==> src/rtl/wb_retire_stage.sv <==
// Writeback/retire stage: a QDEPTH-entry FIFO from MEM that retires the head in order.
// Optional macro WB_TRACE_EN adds debug_wb_* trace outputs driven from the head entry.
module wb_retire_stage #(
    parameter int                 QDEPTH    = 2,
    parameter int                 EXC_W     = 12,
    parameter logic [EXC_W*6-1:0] ECODE_MAP = '0,
    parameter logic [EXC_W*9-1:0] ESUB_MAP  = '0
) (
    input  logic             clk,
    input  logic             resetn,
    input  logic             ms_to_ws_valid,
    output logic             ws_allowin,
    input  logic [31:0]      ms_pc,
    input  logic [31:0]      ms_vaddr,
    input  logic             ms_rf_we,
    input  logic [4:0]       ms_rf_waddr,
    input  logic [31:0]      ms_rf_wdata,
    input  logic             ms_csr_re,
    input  logic             ms_csr_we,
    input  logic [13:0]      ms_csr_num,
    input  logic [31:0]      ms_csr_wmask,
    input  logic [31:0]      ms_csr_wvalue,
    input  logic             ms_ertn,
    input  logic             ms_refetch,
    input  logic [EXC_W-1:0] ms_exc,
    input  logic             rf_port_busy,
    input  logic [31:0]      csr_rvalue,
    output logic [13:0]      csr_num,
    output logic             csr_we,
    output logic [31:0]      csr_wmask,
    output logic [31:0]      csr_wvalue,
    output logic             rf_we,
    output logic [4:0]       rf_waddr,
    output logic [31:0]      rf_wdata,
    output logic             wb_ex,
    output logic             ertn_flush,
    output logic             refetch_flush,
    output logic [31:0]      wb_pc,
    output logic [31:0]      wb_vaddr,
    output logic [5:0]       wb_ecode,
    output logic [8:0]       wb_esubcode,
    output logic [63:0]      instret
`ifdef WB_TRACE_EN
    ,
    output logic [31:0]      debug_wb_pc,
    output logic [3:0]       debug_wb_rf_we,
    output logic [4:0]       debug_wb_rf_wnum,
    output logic [31:0]      debug_wb_rf_wdata
`endif
);
    localparam int PW = $clog2(QDEPTH);
    localparam int CW = PW + 1;
    localparam logic [CW-1:0] DEPTH_C = CW'(QDEPTH);

    typedef struct packed {
        logic [31:0]      pc;
        logic [31:0]      vaddr;
        logic             rf_we;
        logic [4:0]       rf_waddr;
        logic [31:0]      rf_wdata;
        logic             csr_re;
        logic             csr_we;
        logic [13:0]      csr_num;
        logic [31:0]      csr_wmask;
        logic [31:0]      csr_wvalue;
        logic             ertn;
        logic             refetch;
        logic [EXC_W-1:0] exc;
    } entry_t;

    entry_t          q [QDEPTH];
    entry_t          head;
    logic [PW-1:0]   rd_ptr, wr_ptr;
    logic [CW-1:0]   count;
    logic            head_valid, head_exc, retire, flush, enq;

    assign head       = q[rd_ptr];
    // Gating with resetn keeps every strobe and data output quiet during the reset cycle.
    assign head_valid = resetn & (count != '0);
    assign head_exc   = |head.exc;
    assign retire     = head_valid & (head_exc | ~head.rf_we | ~rf_port_busy);

    assign wb_ex         = retire & head_exc;
    assign ertn_flush    = retire & head.ertn & ~head_exc;
    assign refetch_flush = retire & head.refetch & ~head_exc & ~head.ertn;
    assign flush         = wb_ex | ertn_flush | refetch_flush;

    assign ws_allowin = (count < DEPTH_C) & ~flush;
    assign enq        = ms_to_ws_valid & ws_allowin;

    assign rf_we      = retire & head.rf_we & ~head_exc;
    assign csr_we     = retire & head.csr_we & ~head_exc;
    assign rf_waddr   = head_valid ? head.rf_waddr : '0;
    assign rf_wdata   = !head_valid ? '0 : (head.csr_re ? csr_rvalue : head.rf_wdata);
    assign csr_num    = head_valid ? head.csr_num : '0;
    assign csr_wmask  = head_valid ? head.csr_wmask : '0;
    assign csr_wvalue = head_valid ? head.csr_wvalue : '0;
    assign wb_pc      = head_valid ? head.pc : '0;
    assign wb_vaddr   = head_valid ? head.vaddr : '0;

    // Walk from the top so the lowest set index (highest priority) wins.
    always_comb begin
        wb_ecode    = '0;
        wb_esubcode = '0;
        for (int i = EXC_W - 1; i >= 0; i--) begin
            if (head.exc[i]) begin
                wb_ecode    = ECODE_MAP[6*i +: 6];
                wb_esubcode = ESUB_MAP[9*i +: 9];
            end
        end
        if (!head_valid) begin
            wb_ecode    = '0;
            wb_esubcode = '0;
        end
    end

    always_ff @(posedge clk) begin
        if (enq) begin
            q[wr_ptr] <= '{pc: ms_pc, vaddr: ms_vaddr, rf_we: ms_rf_we,
                           rf_waddr: ms_rf_waddr, rf_wdata: ms_rf_wdata,
                           csr_re: ms_csr_re, csr_we: ms_csr_we, csr_num: ms_csr_num,
                           csr_wmask: ms_csr_wmask, csr_wvalue: ms_csr_wvalue,
                           ertn: ms_ertn, refetch: ms_refetch, exc: ms_exc};
        end
    end

    always_ff @(posedge clk) begin
        if (!resetn) begin
            rd_ptr <= '0;
            wr_ptr <= '0;
            count  <= '0;
        end else if (flush) begin
            rd_ptr <= '0;
            wr_ptr <= '0;
            count  <= '0;
        end else begin
            if (enq)    wr_ptr <= wr_ptr + 1'b1;
            if (retire) rd_ptr <= rd_ptr + 1'b1;
            count <= count + CW'(enq) - CW'(retire);
        end
    end

    always_ff @(posedge clk) begin
        if (!resetn)                instret <= '0;
        else if (retire & ~head_exc) instret <= instret + 64'd1;
    end

`ifdef WB_TRACE_EN
    assign debug_wb_pc       = wb_pc;
    assign debug_wb_rf_we    = {4{rf_we}};
    assign debug_wb_rf_wnum  = rf_waddr;
    assign debug_wb_rf_wdata = rf_wdata;
`endif
endmodule

==> config.mk <==
export PLATFORM = sky130hd
export DESIGN_NAME = wb_retire_stage
export DESIGN_NICKNAME = d
export VERILOG_FILES = /design/src/rtl/wb_retire_stage.sv
export SDC_FILE = /design/constraint.sdc
export NUM_CORES = 1
export LEC_CHECK = 0
export ABC_AREA = 1
export BUFFER_PORTS_ARGS = -buffer_cell sky130_fd_sc_hd__buf_4
export CORE_MARGIN = 2
export CORE_UTILIZATION = 54
export CTS_CLUSTER_DIAMETER = 30
export DETAILED_ROUTE_END_ITERATION = 16
export HOLD_SLACK_MARGIN = 0.12
export PLACE_DENSITY = 0.9
export SLEW_MARGIN = 20
export SYNTH_ARGS = -nofsm -noshare
export SYNTH_HDL_FRONTEND = slang
export SYNTH_SLANG_ARGS = --single-unit
==> constraint.sdc <==
create_clock -name clk -period 12.4 [get_ports clk]
set_input_delay 0 -clock clk [delete_from_list [all_inputs] [get_ports clk]]
set_output_delay 0 -clock clk [all_outputs]
set_load 0.01 [all_outputs]
==> metrics.csv, run 1 <==
metric;value;unit
# IOs;496;
DP Area;0.0243;mm^2
initial core utilization;0.545;
cts bufs inserted;90;
status;stopped before the end;
Stopped at;global routing;
Detailed Place HPWL;41900;um
post-synthesis sequential area ratio;0.645;
post-synth cell types;44;
initial antenna violation count;24;
largest net degree at the start of global routing;100;
maximum level of the CTS H-tree;3;
Chip Height;198;um
clock buffer depth;3;
Avg Cell Area, Syn;9.56;um^2
gr ovfl total;3;
post-cts sizing count;0;
clock root buffer;clkbuf_16;
dominant synthesized flop cell;edfxtp_1;
Syn Inst Count;2132;
# port buffers;480;
asr flop ratio synth;0;
clk sinks;461;
error msg;[ERROR GRT-0232] Routing congestion too high. Check the congestion heatmap in the GUI.;
post-synthesis register bit count;461;
Post-synth EDFFs;392;
row count;71;
Synth Warn #;0;
die extent in x;198;um
cell area after synthesis;0.0204;mm^2
Cell Count Post-Placement;3051;
GRT Util Overall;0.663;
placer congestion estimate;0.953;
[metrics by stage]
stage | worst slack (ns) | hold slack, ns
floorplan | 2.27 | 0.0989
global placement | 7.68 | 0.185
detailed placement | 7.58 | 0.187
CTS | 7.53 | 0.120
[cells in the mapped netlist (6+ instances only)]
library cell / instances / area, um^2
nand2_2: 33 / 206
clkbuf_1: 62 / 233
a21oi_1: 26 / 130
buf_2: 6 / 30.0
a31oi_1: 34 / 213
nand3_1: 32 / 160
dfxtp_1: 69 / 1380
o21ai_0: 53 / 265
nand2_1: 884 / 3320
xnor2_1: 8 / 70.1
a21oi_2: 30 / 263
nor2_1: 132 / 495
buf_1: 7 / 26.3
xor2_1: 16 / 140
edfxtp_1: 392 / 11800
buf_4: 15 / 113
nand4_1: 19 / 119
inv_1: 238 / 893
nor3_1: 33 / 165
[cells by family after synthesis]
group | share of synthesized area
adder cells (fa/ha/maj) | 0.00184
flip-flops | 0.645
multiplexers | 0.000491
buffers and inverters | 0.0697
AO/OA/AOI/OAI | 0.0448
XOR/XNOR | 0.0103
other | 0.000184
AND/OR/NAND/NOR | 0.227
[layer usage]
layer	track usage	overflow
met5	0.277	0
met4	0.667	1
met3	0.549	0
met2	0.826	2
met1	0.628	0
[timing repair]
action / in CTS
hold buffers: 323
hold endpoints to repair: 421
setup buffers: 0
==> inputs of run 2 (changes only) <==
Settings changed: CORE_UTILIZATION 54 to 40, CTS_CLUSTER_DIAMETER 30 to not set, HOLD_SLACK_MARGIN 0.12 to not set, PLACE_DENSITY 0.9 to not set, PLACE_DENSITY_LB_ADDON set to 0.15.
==> run 2 against run 1 <==
  * The flow now finishes without violations
  * Synthesized cell count did not move
  * Area after synthesis did not move
==> metrics.csv, run 2 <==
metric;value;unit;change
fin crit period;4.42;ns;
top cells by area, synth;edfxtp_1, nand2_1, dfxtp_1;;
Skew-Pair Late Insertion Delay;0.61;ns;
post-synthesis sequential area ratio;0.645;;unchanged
post-synthesis register bit count;461;;unchanged
status;finished clean;;
hold_buf cts;200;;-38%
area of the multi-input gates;0.00589;mm^2;
multiplexer area fraction after synthesis;0.000491;;unchanged
WP data required;12.61;ns;
Slew headroom;0.286;;
clk_skew;0.0219;ns;
clock buffer depth;3;;unchanged
Layout Nets;3029;;
vias in the first global route;16900;;
asr flop ratio synth;0;;unchanged
cts bufs inserted;50;;-44%
share of cells above drive strength 1;0.227;;
total setup buffers inserted after CTS;0;;unchanged
initial core utilization;0.405;;-0.140
post-route setup TNS;0;ns;
clk sinks;461;;unchanged
Avg Cell Area, Syn;9.56;um^2;unchanged
adder-cell area share of the yosys netlist;0.00184;;unchanged
share of total power in sequential cells;0.436;;
CP Max Fanout;109;;
P_leak;12.4;nW;
gr ovfl total;0;;
largest family of logic cells by synthesized area;simple AND/OR/NAND/NOR gates;;
mean routed wirelength per cell;17.5;um;
clock root buffer;clkbuf_16;;
CTS clk-pin slew, worst paths;0.06;ns;
Compound-Gate Fraction of Synth Area;0.0448;;unchanged
Die Area;0.0528;mm^2;
CTS tree;built;;
most flop-heavy register;q;;
Setup-failing EPs final;0;;
Syn Inst Count;2132;;unchanged
post-route ant nets;0;;
max-capacitance violation count;0;;
cell taking the most area after synthesis;edfxtp_1;;
dominant synthesized flop cell;edfxtp_1;;
Remaining DRCs;0;;
Hold Crit Class;in2reg;;
Max Slew Vio Count;0;;
top cells by count, synth;nand2_1, edfxtp_1, inv_1;;
first drt pass iteration count;5;;
Seq. cell area;0.0132;mm^2;
routed via count;16600;;
Chip Height;230;um;+16%
fin crit share;0.356;;
Sw Share;0.317;;
post-synthesis xor/xnor area fraction;0.0103;;unchanged
clock share of power;0.297;;
RSZ-0062 raised after global routing;false;;
GRT Util Overall;0.228;;
first-pass GRT wire length;93900;um;
most frequent cells in the layout;nand2_1, buf_4, edfxtp_1;;
VDD IR max;0.120;mV;
most common cell in the synthesized netlist;nand2_1;;
Worst EP arrival;4.63;ns;
cell-internal power;3.30;mW;
biggest regs;q: 392 flops, instret: 64 flops, count: 2 flops;;
cell area after synthesis;0.0204;mm^2;unchanged
max reg flops;392;;
Gate power share;0.267;;
largest net degree at the start of global routing;110;;
post-synth cell types;44;;unchanged
most common cell after layout, fill and taps aside;nand2_1;;
Startpoint Class;register;;
maximum level of the CTS H-tree;2;;-1
switching pwr;1.53;mW;
worst path cell trace;inv_6 -> nand2_1 -> nand2_1 -> a21oi_1 -> nand3_1 -> nand4_1 -> nor2_1 -> inv_1 -> nor2_4 -> buf_4 -> buf_4;;
Crit. End Element;register;;
number of fill cells;4410;;
crit-path max cell delay;0.93;ns;
Detailed Place HPWL;41900;um;about the same
Max Clock Freq;0.226;GHz;
Power Density;172;mW/mm^2;
final hold viol count;0;;
post-synthesis simple-gate area fraction;0.227;;unchanged
Synth Warn #;0;;unchanged
# port buffers;480;;unchanged
Post-synth EDFFs;392;;unchanged
row count;82;;+15%
worst-margin pin slew;1.07;ns;
placer congestion estimate;0.920;;-3.4%
post-cts sizing count;0;;unchanged
Via-to-Cell Ratio;4.74;;
area grow syn2layout;37.8;%;
PnR Total Power;4.82;mW;
Post-Route WL;61600;um;
core region area;0.0503;mm^2;
# IOs;496;;unchanged
die extent in x;230;um;+16%
Initial DRC Count;1064;;
Setup CP Type;reg2reg;;
initial antenna violation count;7;;
Crit-path slowest cell;buf_4;;
share of the synthesized area in the top cell type;0.578;;unchanged
## run 2: routing by layer
| layer | GRT usage | up-vias | part of all wire |
|---|---|---|---|
| met4 | 0.0855 | 2 | 0.035 |
| met1 | 0.272 | 7865 | 0.39 |
| met2 | 0.408 | 516 | 0.51 |
| met5 | 0 | - | 0.00021 |
| met3 | 0.0437 | 109 | 0.062 |
| li1 | - | 8147 | - |
## run 2: power groups by stage
stage | clock, mW | combinational [mW] | sequential (mW)
global placement | 0 | 1.23 | 2.13
floorplan | 0 | 0.709 | 2.21
detailed placement | 0 | 1.24 | 2.14
global route | 1.53 | 1.43 | 2.13
finish | 1.44 | 1.29 | 2.10
CTS | 1.47 | 1.30 | 2.10
## run 2: area by class of cell
class / count / area share
Multi-Input combinational cell: 1345 / 0.210
Sequential cell: 461 / 0.468
Tap cell: 672 / 0.0299
Inverter: 244 / 0.0330
Timing Repair Buffer: 692 / 0.203
Antenna cell: 6 / 0.000535
Clock inverter: 27 / 0.00882
Clock buffer: 63 / 0.0470
## run 2: final timing paths
| path | slack [ns] | cells after the start | start | to |
|---|---|---|---|---|
| max reg2reg | 7.98 | 11 | register | q[1][130] |
| min reg2reg | 0.51 | 2 | instret[61] | instret[61] |
| min | 0.12 | 2 | ms_pc[13] | q[1][177] |
| max | 7.98 | 11 | register | q[1][130] |
## run 2: cells by family after synthesis
family          count (synthesis)
buf+inv                       340
fa+ha+maj                       3
compound gates                148
simple gates                 1154
xor+xnor                       24
other cells                     1
mux                             1
flops                         461
## run 2: worst max-delay path, delay by kind of cell, from the launching register on
kind                   cells  cell delay, ns
AOI/OAI and AO/OA          1            0.15
and+or+nand+nor            6            1.00
buffers and inverters      4            2.33
DFF                        1            0.44
## run 2: through the flow
| step | instances | worst slack [ns] | hold slack, ns | util | area [um^2] |
|---|---|---|---|---|---|
| detailed placement | 3214 | 7.93 | 0.188 | 0.487 | 24500 |
| CTS | 3504 | 7.92 | 0.0754 | 0.558 | 28100 |
| global route | 3510 | 7.59 | 0.0991 | 0.559 | 28100 |
| global placement | 3214 | 7.92 | 0.185 | 0.487 | 24500 |
| floorplan | 2146 | 2.27 | 0.0989 | - | 20400 |
| finish | 3510 | 7.98 | 0.116 | 0.559 | 28100 |
Note: power is estimated with default switching activity, not from simulation.
